**config.mk**
```make
export PLATFORM = sky130hd
export DESIGN_NAME = spi_flash_arbiter_flat
export DESIGN_NICKNAME = d
export VERILOG_FILES = /design/src/rtl/spi_flash_arbiter_if.sv /design/src/rtl/spi_flash_arbiter.sv /design/src/flat_wrapper.sv
export SDC_FILE = /design/constraint.sdc
export NUM_CORES = 1
export LEC_CHECK = 0
export CAP_MARGIN = 30
export CORE_MARGIN = 4
export CORE_UTILIZATION = 25
export CTS_BUF_LIST = sky130_fd_sc_hd__clkbuf_8
export DETAILED_ROUTE_END_ITERATION = 8
export SETUP_SLACK_MARGIN = 0.2
export SYNTH_ARGS = -nofsm -noshare
export SYNTH_HDL_FRONTEND = slang
export SYNTH_SLANG_ARGS = --single-unit
```
**constraint.sdc**
```tcl
create_clock -name clk -period 2.6 [get_ports clk]
set_input_delay 0.52 -clock clk [delete_from_list [all_inputs] [get_ports clk]]
set_output_delay 0.52 -clock clk [all_outputs]
set_load 0.01 [all_outputs]
```
**src/rtl/spi_flash_arbiter_if.sv**
```systemverilog
// Signal bundle between the CPU memory unit / SPI flash reader (master side) and the arbiter (slave side).
// Requests are levels that stay high with a stable address until the matching ack pulse; ack is a single-cycle
// pulse whose data is valid in that cycle. spi_start is a level held until spi_recv_done is sampled.
interface spi_flash_arbiter_if #(
    parameter int ADDR_W = 24
);
    logic              fetch_req;
    logic [ADDR_W-1:0] fetch_addr;
    logic              fetch_ack;
    logic [31:0]       fetch_data;
    logic              mem_req;
    logic [ADDR_W-1:0] mem_addr;
    logic              mem_ack;
    logic [31:0]       mem_data;
    logic              flush;
    logic              spi_init_done;
    logic              spi_start;
    logic [ADDR_W-1:0] spi_addr;
    logic [31:0]       spi_instr;
    logic              spi_recv_done;
    logic              busy;
    logic              timeout_err;
    logic [1:0]        dbg_state;
    logic              dbg_buf_valid;

    modport master (
        output fetch_req, fetch_addr, mem_req, mem_addr, flush,
               spi_init_done, spi_instr, spi_recv_done,
        input  fetch_ack, fetch_data, mem_ack, mem_data, spi_start, spi_addr,
               busy, timeout_err, dbg_state, dbg_buf_valid
    );

    modport slave (
        input  fetch_req, fetch_addr, mem_req, mem_addr, flush,
               spi_init_done, spi_instr, spi_recv_done,
        output fetch_ack, fetch_data, mem_ack, mem_data, spi_start, spi_addr,
               busy, timeout_err, dbg_state, dbg_buf_valid
    );
endinterface

```
**src/rtl/spi_flash_arbiter.sv**
```systemverilog
// Round-robin arbiter sharing one SPI flash word reader between fetch and data ports,
// with a one-entry last-word buffer and a WAIT-state watchdog. All outputs are registered.
module spi_flash_arbiter #(
    parameter int ADDR_W         = 24,
    parameter int TIMEOUT_CYCLES = 255
) (
    input  logic                clk,
    input  logic                reset,
    spi_flash_arbiter_if.slave  bus
);
    typedef enum logic [1:0] {
        S_INIT  = 2'd0,
        S_READY = 2'd1,
        S_HIT   = 2'd2,
        S_WAIT  = 2'd3
    } state_t;

    localparam logic [7:0] TO_LIMIT = TIMEOUT_CYCLES[7:0];

    state_t            r_state, w_state_nx;
    logic              r_last_mem, w_last_mem_nx;
    logic              r_grant_mem, w_grant_mem_nx;
    logic [ADDR_W-1:0] r_spi_addr, w_spi_addr_nx;
    logic              r_spi_start, w_spi_start_nx;
    logic              r_fetch_ack, w_fetch_ack_nx;
    logic              r_mem_ack, w_mem_ack_nx;
    logic [31:0]       r_fetch_data, w_fetch_data_nx;
    logic [31:0]       r_mem_data, w_mem_data_nx;
    logic              r_busy, w_busy_nx;
    logic              r_timeout_err, w_timeout_err_nx;
    logic [ADDR_W-1:0] r_buf_addr, w_buf_addr_nx;
    logic [31:0]       r_buf_data, w_buf_data_nx;
    logic              r_buf_valid, w_buf_valid_nx;
    logic [7:0]        r_wd_cnt, w_wd_cnt_nx;

    logic              w_req_mem;
    logic [ADDR_W-1:0] w_req_addr;
    logic              w_hit;
    logic [7:0]        w_wd_inc;
    logic              w_resp_valid;
    logic [31:0]       w_resp_data;

    always_comb begin
        w_state_nx       = r_state;
        w_last_mem_nx    = r_last_mem;
        w_grant_mem_nx   = r_grant_mem;
        w_spi_addr_nx    = r_spi_addr;
        w_spi_start_nx   = r_spi_start;
        w_fetch_ack_nx   = 1'b0;
        w_mem_ack_nx     = 1'b0;
        w_fetch_data_nx  = r_fetch_data;
        w_mem_data_nx    = r_mem_data;
        w_timeout_err_nx = 1'b0;
        w_buf_addr_nx    = r_buf_addr;
        w_buf_data_nx    = r_buf_data;
        w_buf_valid_nx   = r_buf_valid & ~bus.flush;
        w_wd_cnt_nx      = r_wd_cnt;
        w_resp_valid     = 1'b0;
        w_resp_data      = 32'h0;
        // On a tie the port that did not win last time is granted.
        w_req_mem  = bus.mem_req & (~bus.fetch_req | ~r_last_mem);
        w_req_addr = w_req_mem ? bus.mem_addr : bus.fetch_addr;
        w_hit      = r_buf_valid & (r_buf_addr == w_req_addr) & ~bus.flush;
        w_wd_inc   = r_wd_cnt + 8'd1;

        case (r_state)
            S_INIT: begin
                if (bus.spi_init_done) w_state_nx = S_READY;
            end
            S_READY: begin
                if (bus.fetch_req | bus.mem_req) begin
                    w_grant_mem_nx = w_req_mem;
                    w_last_mem_nx  = w_req_mem;
                    w_spi_addr_nx  = w_req_addr;
                    if (w_hit) begin
                        w_state_nx   = S_HIT;
                        w_resp_valid = 1'b1;
                        w_resp_data  = r_buf_data;
                    end else begin
                        w_state_nx     = S_WAIT;
                        w_spi_start_nx = 1'b1;
                        w_wd_cnt_nx    = 8'd0;
                    end
                end
            end
            S_HIT: begin
                w_state_nx = S_READY;
            end
            S_WAIT: begin
                // A word arriving on the expiry edge still counts as success.
                if (bus.spi_recv_done) begin
                    w_state_nx     = S_READY;
                    w_spi_start_nx = 1'b0;
                    w_resp_valid   = 1'b1;
                    w_resp_data    = bus.spi_instr;
                    w_buf_addr_nx  = r_spi_addr;
                    w_buf_data_nx  = bus.spi_instr;
                    w_buf_valid_nx = ~bus.flush;
                end else if (w_wd_inc == TO_LIMIT) begin
                    w_state_nx       = S_READY;
                    w_spi_start_nx   = 1'b0;
                    w_timeout_err_nx = 1'b1;
                    w_resp_valid     = 1'b1;
                    w_resp_data      = 32'h0;
                end else begin
                    w_wd_cnt_nx = w_wd_inc;
                end
            end
            default: w_state_nx = S_INIT;
        endcase

        if (w_resp_valid) begin
            if (w_grant_mem_nx) begin
                w_mem_ack_nx  = 1'b1;
                w_mem_data_nx = w_resp_data;
            end else begin
                w_fetch_ack_nx  = 1'b1;
                w_fetch_data_nx = w_resp_data;
            end
        end

        w_busy_nx = (w_state_nx != S_READY);
    end

    always_ff @(posedge clk or negedge reset) begin
        if (!reset) begin
            r_state       <= S_INIT;
            r_last_mem    <= 1'b1;
            r_grant_mem   <= 1'b0;
            r_spi_addr    <= '0;
            r_spi_start   <= 1'b0;
            r_fetch_ack   <= 1'b0;
            r_mem_ack     <= 1'b0;
            r_fetch_data  <= 32'h0;
            r_mem_data    <= 32'h0;
            r_busy        <= 1'b1;
            r_timeout_err <= 1'b0;
            r_buf_addr    <= '0;
            r_buf_data    <= 32'h0;
            r_buf_valid   <= 1'b0;
            r_wd_cnt      <= 8'd0;
        end else begin
            r_state       <= w_state_nx;
            r_last_mem    <= w_last_mem_nx;
            r_grant_mem   <= w_grant_mem_nx;
            r_spi_addr    <= w_spi_addr_nx;
            r_spi_start   <= w_spi_start_nx;
            r_fetch_ack   <= w_fetch_ack_nx;
            r_mem_ack     <= w_mem_ack_nx;
            r_fetch_data  <= w_fetch_data_nx;
            r_mem_data    <= w_mem_data_nx;
            r_busy        <= w_busy_nx;
            r_timeout_err <= w_timeout_err_nx;
            r_buf_addr    <= w_buf_addr_nx;
            r_buf_data    <= w_buf_data_nx;
            r_buf_valid   <= w_buf_valid_nx;
            r_wd_cnt      <= w_wd_cnt_nx;
        end
    end

    assign bus.fetch_ack     = r_fetch_ack;
    assign bus.fetch_data    = r_fetch_data;
    assign bus.mem_ack       = r_mem_ack;
    assign bus.mem_data      = r_mem_data;
    assign bus.spi_start     = r_spi_start;
    assign bus.spi_addr      = r_spi_addr;
    assign bus.busy          = r_busy;
    assign bus.timeout_err   = r_timeout_err;
    assign bus.dbg_state     = r_state;
    assign bus.dbg_buf_valid = r_buf_valid;
endmodule
```
**src/flat_wrapper.sv**
```systemverilog
// flat-port wrapper written by rule: the top's interface ports become plain ports
module spi_flash_arbiter_flat 
#(
    parameter int ADDR_W         = 24,
    parameter int TIMEOUT_CYCLES = 255
)
  (clk, reset, bus_fetch_req, bus_fetch_addr, bus_mem_req, bus_mem_addr, bus_flush, bus_spi_init_done, bus_spi_instr, bus_spi_recv_done, bus_fetch_ack, bus_fetch_data, bus_mem_ack, bus_mem_data, bus_spi_start, bus_spi_addr, bus_busy, bus_timeout_err, bus_dbg_state, bus_dbg_buf_valid);
  spi_flash_arbiter_if #(.ADDR_W(ADDR_W)) bus_i ();
  input  logic clk;
  input  logic reset;
  input wire logic [$bits(bus_i.fetch_req)-1:0] bus_fetch_req;
  input wire logic [$bits(bus_i.fetch_addr)-1:0] bus_fetch_addr;
  input wire logic [$bits(bus_i.mem_req)-1:0] bus_mem_req;
  input wire logic [$bits(bus_i.mem_addr)-1:0] bus_mem_addr;
  input wire logic [$bits(bus_i.flush)-1:0] bus_flush;
  input wire logic [$bits(bus_i.spi_init_done)-1:0] bus_spi_init_done;
  input wire logic [$bits(bus_i.spi_instr)-1:0] bus_spi_instr;
  input wire logic [$bits(bus_i.spi_recv_done)-1:0] bus_spi_recv_done;
  output wire logic [$bits(bus_i.fetch_ack)-1:0] bus_fetch_ack;
  output wire logic [$bits(bus_i.fetch_data)-1:0] bus_fetch_data;
  output wire logic [$bits(bus_i.mem_ack)-1:0] bus_mem_ack;
  output wire logic [$bits(bus_i.mem_data)-1:0] bus_mem_data;
  output wire logic [$bits(bus_i.spi_start)-1:0] bus_spi_start;
  output wire logic [$bits(bus_i.spi_addr)-1:0] bus_spi_addr;
  output wire logic [$bits(bus_i.busy)-1:0] bus_busy;
  output wire logic [$bits(bus_i.timeout_err)-1:0] bus_timeout_err;
  output wire logic [$bits(bus_i.dbg_state)-1:0] bus_dbg_state;
  output wire logic [$bits(bus_i.dbg_buf_valid)-1:0] bus_dbg_buf_valid;
  assign bus_i.fetch_req = bus_fetch_req;
  assign bus_i.fetch_addr = bus_fetch_addr;
  assign bus_i.mem_req = bus_mem_req;
  assign bus_i.mem_addr = bus_mem_addr;
  assign bus_i.flush = bus_flush;
  assign bus_i.spi_init_done = bus_spi_init_done;
  assign bus_i.spi_instr = bus_spi_instr;
  assign bus_i.spi_recv_done = bus_spi_recv_done;
  assign bus_fetch_ack = bus_i.fetch_ack;
  assign bus_fetch_data = bus_i.fetch_data;
  assign bus_mem_ack = bus_i.mem_ack;
  assign bus_mem_data = bus_i.mem_data;
  assign bus_spi_start = bus_i.spi_start;
  assign bus_spi_addr = bus_i.spi_addr;
  assign bus_busy = bus_i.busy;
  assign bus_timeout_err = bus_i.timeout_err;
  assign bus_dbg_state = bus_i.dbg_state;
  assign bus_dbg_buf_valid = bus_i.dbg_buf_valid;
  spi_flash_arbiter #(.ADDR_W(ADDR_W), .TIMEOUT_CYCLES(TIMEOUT_CYCLES)) u_core (.clk(clk), .reset(reset), .bus(bus_i));
endmodule
```
## After elaboration in Yosys (flattened, before gate mapping)

Cells that the tools add are included.

- Flip-flop bits (word level): 162
- Latch bits: 0
- Memory bits (writable): 0
- ROM bits: 0
- Input port bits: 87
- Output and inout bits: 96
- Word-level logic and storage cells: 81
- Memories kept: 0

- $add $sub $neg: 1
- Multiply operators: 0
- Divide/modulo/power cells: 0
- Order comparisons: 0
- Equal/unequal tests: 11
- Shift operators: 0
- Mux-type cells: 36
- Bitwise gates (word level): 10
- Reduce and logical (&&, ||, !) cells: 8

Operators by type and width:

| cell | number |
|---|---|
| 32-bit 2-to-1 mux | 3 |
| 32-bit case mux with 2 select lines | 1 |
| 8-bit 2-to-1 mux | 4 |
| 24-bit == test | 1 |
| 24-bit 2-to-1 mux | 1 |
| 1-bit 2-to-1 mux | 19 |
| 8-bit case mux with 2 select lines | 1 |
| 8-bit by 1-bit adder with 8-bit output, second input constant | 1 |
| 8-bit == test, second input constant | 1 |
| 2-bit 2-to-1 mux | 4 |
| 2-bit case mux with 4 select lines | 1 |
| 2-bit AND reduction | 4 |
| 2-bit inequality test, second input constant | 3 |
| 5-bit AND reduction | 1 |
| 1-bit bitwise AND | 4 |
| 2-bit == test, second input constant | 2 |
| 2-bit by 1-bit inequality test with 1-bit output, second input constant | 2 |
| 1-bit inverter | 4 |
| 1-bit case mux with 2 select lines | 2 |
| 4-bit AND reduction | 1 |
| 3-bit by 2-bit inequality test with 1-bit output, second input constant | 1 |
| 2-bit by 1-bit == test with 1-bit output, second input constant | 1 |
| 2-bit zero test | 1 |
| 1-bit OR | 2 |
| 2-bit nonzero test | 1 |

## Longest topological paths before layout

- Word-level depth: 11
- Gate-level depth with buffers: 11
- Gate-level depth less buffers: 8

## Worst setup path before layout

OpenSTA, ideal clock, no wires.

- Kind: input to register
- Start: input bus_mem_req
- End: register u_core.r_fetch_data[22] (netlist: u_core.bus.fetch_data[22])
- Library setup time: 0.126 ns
- Arrival: 2.454 ns
- Data required time: 2.474 ns
- Setup slack: 0.020 ns
- Stages: 10
- Path buffers: 3
- Cell sequence: a21boi_4 buf_4 mux2i_1 a221oi_2 nand4_2 nor4_4 and2_1 buf_2 buf_4 a211oi_1

- Longest elaborated chain between the ends: 9
- Elaborated cells on any way between the ends: 16
- Classes of those cells: 1 x eq/ne; 9 x mux; 5 x bitwise; 1 x reduce/logical

Ends and longest elaborated chain:

| item | line | text |
|---|---|---|
| from (decl) | flat_wrapper.sv:13 | `input wire logic [$bits(bus_i.mem_req)-1:0] bus_mem_req;` |
| 1-bit bitwise AND | spi_flash_arbiter.sv:61 | `w_req_mem = bus.mem_req & (~bus.fetch_req \| ~r_last_mem);` |
| 24-bit 2-to-1 mux | spi_flash_arbiter.sv:62 | `w_req_addr = w_req_mem ? bus.mem_addr : bus.fetch_addr;` |
| 24-bit == test | spi_flash_arbiter.sv:63 | `w_hit = r_buf_valid & (r_buf_addr == w_req_addr) & ~bus.flush;` |
| 1-bit bitwise AND (2 in series) | spi_flash_arbiter.sv:63 |  |
| 1-bit 2-to-1 mux | spi_flash_arbiter.sv:75 | `if (w_hit) begin` |
| 1-bit 2-to-1 mux | spi_flash_arbiter.sv:71 | `if (bus.fetch_req \| bus.mem_req) begin` |
| 1-bit case mux with 2 select lines | spi_flash_arbiter.sv:66 | `case (r_state)` |
| 2-bit AND reduction (no source line) | - |  |
| to (signal assigned) | spi_flash_arbiter.sv:150 | `r_fetch_data <= w_fetch_data_nx;` |
| to (decl) | spi_flash_arbiter.sv:27 | `logic [31:0] r_fetch_data, w_fetch_data_nx;` |

Parallel ways exist; a longest one is shown, timed or not.
A chain may end at the register's enable or synchronous reset.

## Worst setup path in the final report

- Start: input bus_mem_req
- End: register u_core.r_mem_data[19] (netlist: u_core.bus.mem_data[19])

- Longest elaborated chain between the ends: 9
- Elaborated cells on any way between the ends: 15
- Classes of those cells: 1 x eq/ne; 9 x mux; 4 x bitwise; 1 x reduce/logical

Ends and longest elaborated chain:

| item | line | text |
|---|---|---|
| 1-bit bitwise AND | spi_flash_arbiter.sv:61 |  |
| 24-bit 2-to-1 mux | spi_flash_arbiter.sv:62 |  |
| 24-bit == test | spi_flash_arbiter.sv:63 |  |
| 1-bit bitwise AND (2 in series) | spi_flash_arbiter.sv:63 |  |
| 1-bit 2-to-1 mux | spi_flash_arbiter.sv:75 |  |
| 1-bit 2-to-1 mux | spi_flash_arbiter.sv:71 |  |
| 1-bit case mux with 2 select lines | spi_flash_arbiter.sv:66 |  |
| 2-bit AND reduction (no source line) | - |  |
| to (signal assigned) | spi_flash_arbiter.sv:151 | `r_mem_data <= w_mem_data_nx;` |
| to (decl) | spi_flash_arbiter.sv:28 | `logic [31:0] r_mem_data, w_mem_data_nx;` |

Parallel ways exist; a longest one is shown, timed or not.

==> run_results.csv <==
group,metric,value,unit
drt,drt_iter0_markers,645,
layout,seq_area,4060,sq um
worst_setup_path,end_kind,"flop",
power_and_ir_drop,ir_worst_vdd,0.484,mV
layout,area_growth,60.1,%
worst_setup_path,crit_required,2.94,ns
die,die-area,35900,sq um
timing,tightest_slew,0.588,ns
timing,holdWs,0.0398,ns
cts,root_buffer,"clkbuf_8",
worst_setup_path,timing.rr.end,"u_core.bus.mem_data[19]$_DFFE_PN0P_",
worst_setup_path,rrSetupSlack,-0.10,ns
grt,grt_util_all_layers,17.2,%
cts,clkTransAtPathRegs,0.09,ns
worst_setup_path,crit_type,"primary input to flop",
die,rows,66,
worst_setup_path,crit_end,"u_core.bus.mem_data[19]$_DFFE_PN0P_",
yosys,syn-instance-count,923,
flow_run,drv_cap,0,
cts,clockBufferDepth,2,
die,core_area,32500,sq um
outcome,outcome,"finished with violations",
yosys,synth_cell_types,52,
timing,setup_viol,60,
layout,fin_nets,1252,
power_and_ir_drop,leakage,5.54,nW
worst_setup_path,reg2reg_from,"u_core.r_last_mem$_DFFE_PN1P_",
die,ioPinCount,183,
timing,fin_crit_sh,104,%
layout,layout_commonest_cell,"nand2_1",
timing,finalHoldViolCount,0,
grt,gr-usage-met3,2.71,%
die,die_h,189,microns
timing,fin_worst_skew,0.0255,ns
place,dp_slack,-0.774,ns
yosys,ys_ff_latch,162,
worst_setup_path,crit_start,"bus_mem_req",
die,fp.dieW,189,microns
cts,htree_levels,4,
layout,fill_cells,3091,
timing,rsz0062_at_grt,"true",
drt,drt_wl_total,32.2,mm
drt,drc,0,
layout,drive_gt1_share,24.5,%
yosys,synth_area_per_cell,8.91,sq um
place,gp_congestion,0.833,
cts,clk_latency,0.46,ns
worst_setup_path,crit_path_max_fanout,8,
cts,cts-buffers-inserted,17,
cts,cts_tree,"built",
timing,fmax,0.369,GHz
grt,grt.busiest_layer,"met2",
worst_setup_path,cp-start-kind,"primary input",
yosys,syn_nets,1012,
timing,finalMaxSlewViolations,0,
die,start_util,25.3,%
drt,dr_total_vias,8149,
yosys,synthFlopType,"dfrtp_1",
yosys,synth_area,8220,sq um
yosys,synth-seq-area-share,49.3,%
drt,drtPass1Iterations,5,
drt,ant_nets,0,
place,place_area,11000,sq um
drt,via_per_inst,5.03,
grt,grt.overflow.total,0,
layout,multiInputGateArea,4750,sq um
cts,clock_sinks,162,
drt,wl_per_cell,19.9,microns
layout,instances_no_fill,1619,
grt,grt_pass1_wl,48.4,mm
power_and_ir_drop,powerDensity,945,nW/um^2
grt,grt_use_met1,23.8,%
timing,finalWorstSetupSlack,-0.108,ns
grt,antenna_found_initial,1,
timing,period_needed,2.71,ns
worst_setup_path,r2r_cells,13,
grt,first_global_vias,8194,
worst_setup_path,arrival,3.05,ns
layout,final_cell_area,13200,sq um
cts,hold_buffers,0,
yosys,synth_edf_count,0,
yosys,ys_warn_count,0,
place,portBuffers,182,
yosys,synthArstFlopShare,100,%
grt,grtUsageMet2,27.8,%
grt,grt_max_degree,60,
timing,fin_tns_setup,-2.95,ns
layout,layout_common_cells,"228 x nand2_1, 179 x clkdlybuf4s50_1, 160 x dfrtp_1, 55 x buf_4, 52 x nor2_1",
timing,max_slew_margin,60.8,%
place,dp_cells,1538,
outcome,violations,"setup timing",
hold_path,holdCritPathClass,"primary input to async pin",
place,dpl.hpwl,19.2,mm
-- critical path, cell delays in order --
cell           delay, ns
dlygate4sd2_1       0.28
a21boi_4            0.35
buf_12              0.18
mux2i_1             0.15
a221oi_2            0.35
nand4_4             0.12
buf_6               0.15
buf_4               0.13
buf_12              0.14
buf_16              0.16
buf_4               0.14
nor4_4              0.11
a31o_2              0.19
a2bb2oi_2           0.06
-- sequential cells by signal, indices dropped and copies added (netlist names), 2 cells and up --
signal,count
u_core.bus.dbg_state,2
u_core.bus.fetch_data,32
u_core.bus.mem_data,32
u_core.bus.spi_addr,24
u_core.r_buf_addr,24
u_core.r_buf_data,32
u_core.r_wd_cnt,8
-- cell usage after synthesis, drive strengths merged (6+ instances only) --
cell type  number  area share (%)
xor2           11             1.2
buf            19             1.2
nand2         231              11
a31oi          19             1.4
xnor2           6            0.64
o21ai          30             1.8
inv            22             1.0
mux2i          14             1.7
clkbuf         50             2.3
dfrtp         160              49
nand2b         38             2.9
a211oi         32             2.9
nor4           36             2.9
o22ai          34             2.6
a31o           33             3.5
nor2           56             2.6
a2bb2oi        32             3.4
a21oi          41             2.5
-- what timing repair did --
action                                  4_1_cts  5_1_grt
pin swaps                                    58       25
gates resized for setup                     115       59
cloned                                       14        3
endpoints found under the setup margin       76       76
setup buffers                                20       11
-- logic make-up (layout without fill, tap and decap cells) --
| group | count (synthesis) | count (layout) | synth area share (%) |
|---|---|---|---|
| AND/OR/NAND/NOR | 388 | 388 | 21.1 |
| buffers and inverters | 91 | 344 | 4.52 |
| AO/OA/AOI/OAI | 249 | 249 | 21.3 |
| other | 0 | 1 | 0 |
| adder cells (fa/ha/maj) | 2 | 2 | 0.304 |
| flip-flops | 162 | 162 | 49.3 |
| multiplexers | 14 | 14 | 1.70 |
| XOR/XNOR | 17 | 17 | 1.81 |
-- how the worst min path moves through the flow --
stage                                        start                             endpoint  slack (ns)  cells past startpoint
2_1_floorplan                                reset   u_core.bus.dbg_buf_valid$_DFF_PN0_        0.22                      0
3_3_place_gp    u_core.bus.spi_addr[7]$_DFFE_PN0P_     u_core.r_buf_addr[7]$_DFFE_PN0P_        0.48                      2
3_5_place_dp   u_core.bus.spi_addr[14]$_DFFE_PN0P_    u_core.r_buf_addr[14]$_DFFE_PN0P_        0.48                      2
4_1_cts                                      reset  u_core.bus.mem_data[12]$_DFFE_PN0P_        0.03                      1
5_1_grt                                      reset   u_core.bus.spi_addr[5]$_DFFE_PN0P_        0.05                      1
6_report                                     reset   u_core.bus.spi_addr[5]$_DFFE_PN0P_        0.04                      1
-- report_power, final --
group / switching [mW] / total (mW) / internal [mW]
sequential: 1.09 / 4.67 / 3.58
combinational: 2.92 / 5.95 / 3.03
clock: 1.11 / 1.82 / 0.712
total: 5.12 / 12.4 / 7.32
-- per-layer routing --
layer  part of all wire, %  routed length, microns
met4                   2.2                     722
met2                    48                   15500
met5                     0                       0
met1                    44                   14300
met3                   5.1                    1650
-- layout make-up --
cell class                      count  share of cell area (%)
Timing Repair Buffer              290                    25.4
Clock inverter                     15                    1.05
Tap cell                          442                    4.20
Antenna cell                        1                  0.0190
Clock buffer                       17                    1.78
Sequential cell                   162                    30.8
Multi-Input combinational cell    670                    36.1
Inverter                           22                   0.627
-- through the flow --
step	total power, mW	util (%)
after detailed placement	9.70	34.0
after global routing	13.2	40.6
after floorplan	7.02	-
after CTS	12.1	38.9
after global placement	9.63	34.0
final	12.4	40.6
(Power assumes the default switching activity.)
